`src/rtl/regfile_write_arbiter.sv`:
```
// Round-robin arbiter sharing the register file write port between ALU (A) and load (B) writeback.
// The winning write goes through one output register; reads that match that in-flight write are forwarded.
module regfile_write_arbiter #(
    parameter int DATA_W = 32,
    parameter int ADDR_W = 5,
    parameter int CNT_W  = 16
) (
    input  logic              clk,
    input  logic              rst_n,
    input  logic              stall,
    input  logic              a_valid,
    output logic              a_ready,
    input  logic [ADDR_W-1:0] a_reg,
    input  logic [DATA_W-1:0] a_data,
    input  logic              b_valid,
    output logic              b_ready,
    input  logic [ADDR_W-1:0] b_reg,
    input  logic [DATA_W-1:0] b_data,
    output logic [ADDR_W-1:0] rf_write_reg,
    output logic [DATA_W-1:0] rf_write_data,
    output logic              rf_regWrite,
    input  logic [ADDR_W-1:0] read_reg1,
    input  logic [ADDR_W-1:0] read_reg2,
    output logic              fwd_hit1,
    output logic              fwd_hit2,
    output logic [DATA_W-1:0] fwd_data1,
    output logic [DATA_W-1:0] fwd_data2,
    output logic [CNT_W-1:0]  conflict_cnt
);

    typedef struct packed {
        logic [ADDR_W-1:0] rd;
        logic [DATA_W-1:0] data;
    } wr_req_t;

    wr_req_t          a_req, b_req, win_req, out_q;
    logic             prio;
    logic             out_vld;
    logic             a_hs, b_hs;
    logic             contention;
    logic [CNT_W-1:0] cnt_q;

    assign a_req = {a_reg, a_data};
    assign b_req = {b_reg, b_data};

    // Grants ignore the port's own valid so a requester can see its slot before asserting.
    assign a_ready = !stall && (!b_valid || !prio);
    assign b_ready = !stall && (!a_valid ||  prio);

    assign a_hs       = a_valid && a_ready;
    assign b_hs       = b_valid && b_ready;
    assign win_req    = a_hs ? a_req : b_req;
    assign contention = a_valid && b_valid && !stall;

    always_ff @(posedge clk or negedge rst_n) begin
        if (!rst_n) begin
            prio    <= 1'b0;
            out_q   <= '0;
            out_vld <= 1'b0;
            cnt_q   <= '0;
        end else begin
            out_vld <= 1'b0;
            if (a_hs || b_hs) begin
                // Register-0 writes still load the stage but never strobe the file.
                out_q   <= win_req;
                out_vld <= (win_req.rd != '0);
                prio    <= a_hs;
            end
            if (contention && (cnt_q != '1))
                cnt_q <= cnt_q + CNT_W'(1);
        end
    end

    assign rf_write_reg  = out_q.rd;
    assign rf_write_data = out_q.data;
    assign rf_regWrite   = out_vld;
    assign conflict_cnt  = cnt_q;

    assign fwd_hit1  = out_vld && (read_reg1 == out_q.rd);
    assign fwd_hit2  = out_vld && (read_reg2 == out_q.rd);
    assign fwd_data1 = fwd_hit1 ? out_q.data : '0;
    assign fwd_data2 = fwd_hit2 ? out_q.data : '0;

endmodule
```
`config.mk`:
```
export PLATFORM = sky130hd
export DESIGN_NAME = regfile_write_arbiter
export DESIGN_NICKNAME = d
export VERILOG_FILES = /design/src/rtl/regfile_write_arbiter.sv
export SDC_FILE = /design/constraint.sdc
export NUM_CORES = 1
export LEC_CHECK = 0
export ABC_CLOCK_PERIOD_IN_PS = 5000
export BUFFER_PORTS_ARGS = -buffer_cell sky130_fd_sc_hd__clkbuf_2
export CAP_MARGIN = 5
export CORE_MARGIN = 3
export CORE_UTILIZATION = 46
export DETAILED_ROUTE_END_ITERATION = 8
export PLACE_DENSITY = 0.95
export SLEW_MARGIN = 20
export SYNTH_ARGS = -nofsm -noshare
export SYNTH_HDL_FRONTEND = slang
export SYNTH_SLANG_ARGS = --single-unit
export TNS_END_PERCENT = 10
```
`constraint.sdc`:
```
create_clock -name clk -period 5 [get_ports clk]
set_input_delay 0.75 -clock clk [delete_from_list [all_inputs] [get_ports clk]]
set_output_delay 0.75 -clock clk [all_outputs]
set_load 0.005 [all_outputs]
```
==> impl_metrics.json <==
{
  "start_kind": "input pin",
  "syn_avg_cell_area_um2": 9.541,
  "dieArea_um2": 7895,
  "critPathKind": "input pin to output port",
  "track_usage_pct": 22.34,
  "grt_pass1_vias": 2952,
  "post_cts_resize_count": 0,
  "grt_max_degree": 77,
  "outcome": "complete, no violations",
  "rows": 29,
  "ys_seq_area_share_pct": 43.58,
  "min_path_type": "register to register",
  "synth-warning-count": 0,
  "overflow": 0,
  "worstPathArrival_ns": 2.46,
  "slew-limit-headroom_pct": 36.19,
  "cts_tree": "done",
  "num_antenna_cells": 0,
  "tns_ns": 0,
  "final.setup_skew_ns": 0.006320,
  "dp_hpwl_mm": 7.261,
  "path_clk_slew_ns": 0.09,
  "clkPwrFrac_pct": 20.9,
  "largest_reg_flops": 32,
  "drt-pass1-iter-count": 4,
  "synth_area_leaders": "dfrtp_1 (44%), and2_1 (13%), mux2i_1 (12%)",
  "holdPathStages": 2,
  "hold_start": "rf_write_data[10]",
  "totalWireLength_mm": 9.164,
  "cts_buffers": 5,
  "p_comb_share_pct": 24.4,
  "multiInputGateArea_um2": 1718,
  "area_delta_synth_final_pct": 37.32,
  "drv_slew": 0,
  "layout_min_cycle_time_ns": 3.210,
  "htreeDepth": 2,
  "reg2reg_to": "conflict_cnt[1]",
  "finalNetCount": 622,
  "clock_latency_ns": 0.30,
  "reg2reg_from": "conflict_cnt[0]",
  "place_ws_ns": 1.787,
  "final-seq-area_um2": 1376,
  "r2r_slack_ns": 3.00,
  "io_pins": 211,
  "powerDensity_nw_per_um2": 247.1,
  "ir_worst_vdd_mv": 0.2105,
  "gp_congestion": 0.8744,
  "p_leak_nw": 2.588,
  "fin_ws_ns": 1.790,
  "cts_hold_buf": 0,
  "cts_setup_buffers": 0,
  "power_switching_share_pct": 31.57,
  "fillCellCount": 529,
  "drt-initial-drc-count": 84,
  "pwr-share-seq_pct": 54.7,
  "die_width_um": 88.86,
  "ys_seq_elements": 55,
  "fmax_ghz": 0.3116,
  "via_per_inst": 5.100,
  "rsz0062_at_grt": "no",
  "grt_pass1_wl_mm": 13.72,
  "synth_area_leader_cell": "dfrtp_1",
  "vias": 3101,
  "min_to": "rf_write_data[10]",
  "drcViolationCount": 0,
  "crit_fanout": 33,
  "final_antenna_net_count": 0,
  "fp.coreArea_um2": 6495,
  "syn_area_um2": 3158,
  "final-setup-viol-count": 0,
  "portBuffers": 210,
  "period_share_pct": 64.19,
  "start_util_pct": 48.62,
  "cts_buffer_depth": 2,
  "internal-power_mw": 0.7333,
  "clock_sinks": 55,
  "required_ns": 4.25,
  "drv_cap": 0,
  "tightestPinTransition_ns": 0.9572,
  "clockRootBuffer": "clkbuf_8",
  "routedWlPerCell_um": 15.07,
  "drive_gt1_share_pct": 43.13,
  "synth_cell_types": 36,
  "syn_inst": 331,
  "die_height_um": 88.86,
  "synthDominantCellAreaShare_pct": 43.58,
  "finalHoldViolCount": 0,
  "r2r_cells": 5,
  "crit_path_end_kind": "output port",
  "synth_nets": 421,
  "power_switching_mw": 0.3383,
  "antenna_found_initial": 0
}
==> cell usage in the layout (no fill, tap or decap), types with 2 or more instances in the layout <==
cell	count
and2_1	64
nand4_1	3
nor4_1	3
o21ai_0	37
dfrtp_1	55
nor3_1	7
or4_1	2
inv_1	2
buf_4	2
nand3_1	2
a21oi_1	2
xor2_1	18
nand3b_1	2
and3_1	4
nor2_1	6
clkbuf_2	210
nand4_2	2
xnor2_1	4
mux2i_1	38
nand2_1	45
clkbuf_8	5
==> logic make-up (layout without fill, tap and decap cells) <==
family / after synthesis / after routing / synth area share [%]
muxes: 41 / 41 / 13.23
DFF: 55 / 55 / 43.58
adders and majority gates: 1 / 1 / 0.3961
AOI/OAI and AO/OA: 43 / 43 / 7.369
xor gates and xnor gates: 22 / 22 / 6.101
and+or+nand+nor: 149 / 149 / 26.70
buffers and inverters: 20 / 220 / 2.615
==> through the flow <==
step | std cells | power (mW) | util, % | cell area, um2 | hold WS (ns)
floorplan | 331 | 0.6975 | - | 3158 | 0.4544
detailed placement | 602 | 0.8586 | 65.58 | 4259 | 0.5079
finish | 608 | 1.072 | 66.77 | 4337 | 0.5264
CTS | 608 | 1.081 | 66.69 | 4332 | 0.5220
global route | 608 | 1.142 | 66.77 | 4337 | 0.5561
global placement | 602 | 0.8422 | 65.58 | 4259 | 0.4942
==> power groups by stage <==
stage	clock network, mW	registers [mW]	logic, mW
finish	0.224	0.586	0.261
global route	0.251	0.598	0.293
CTS	0.231	0.585	0.266
detailed placement	0	0.592	0.266
global placement	0	0.589	0.253
floorplan	0	0.580	0.117
==> how the worst max path moves through the flow <==
stage / from / endpoint / slack (ns) / depth (start not counted)
2_1_floorplan: read_reg1[2] / fwd_data1[10] / 2.55 / 5
3_3_place_gp: read_reg2[1] / fwd_data2[2] / 1.89 / 6
3_5_place_dp: read_reg2[1] / fwd_data2[2] / 1.79 / 6
4_1_cts: read_reg2[1] / fwd_data2[2] / 1.79 / 6
5_1_grt: read_reg1[2] / fwd_data1[4] / 1.63 / 6
6_report: read_reg1[2] / fwd_data1[11] / 1.79 / 6
==> worst max-delay path: stages <==
cell	delay, ns
clkbuf_2	0.08
xor2_1	0.13
nor4_1	0.29
and3_1	0.83
and2_1	0.24
clkbuf_2	0.11
==> synthesized netlist by cell type <==
cell type,number
mux2_1,1
and3_1,4
nand3b_1,2
dfrtp_1,55
mux2_2,1
and3b_1,1
nand2_1,46
and4bb_2,1
mux2_4,1
or4_1,2
ha_1,1
a31oi_1,1
inv_1,2
xnor2_1,4
o21ai_0,37
nor4_4,1
a2111oi_2,1
a311oi_1,1
nor2_1,6
buf_2,6
and4_1,1
nand4_1,3
mux2i_1,38
xor2_1,18
and4b_2,1
nand4_2,2
and2_1,64
nor2_2,1
nor4_1,3
clkbuf_1,12
o21bai_1,1
nand3_2,1
nand3_1,2
a21oi_1,2
nand2b_1,1
nor3_1,7
==> layout make-up <==
type	count	share of cell area, %
clock buffer	6	1.673
timing repair buffer	212	24.58
sequential	55	31.74
multi-input combinational	256	39.61
inverter	2	0.1731
tap	77	2.222
==> per-layer routing <==
metal | wire length (um) | GRT usage (%)
met5 | 0 | 0
met4 | 161 | 6.593
met3 | 715 | 4.283
met2 | 4922 | 42.38
met1 | 3364 | 25.07
(Power assumes the default switching activity.)
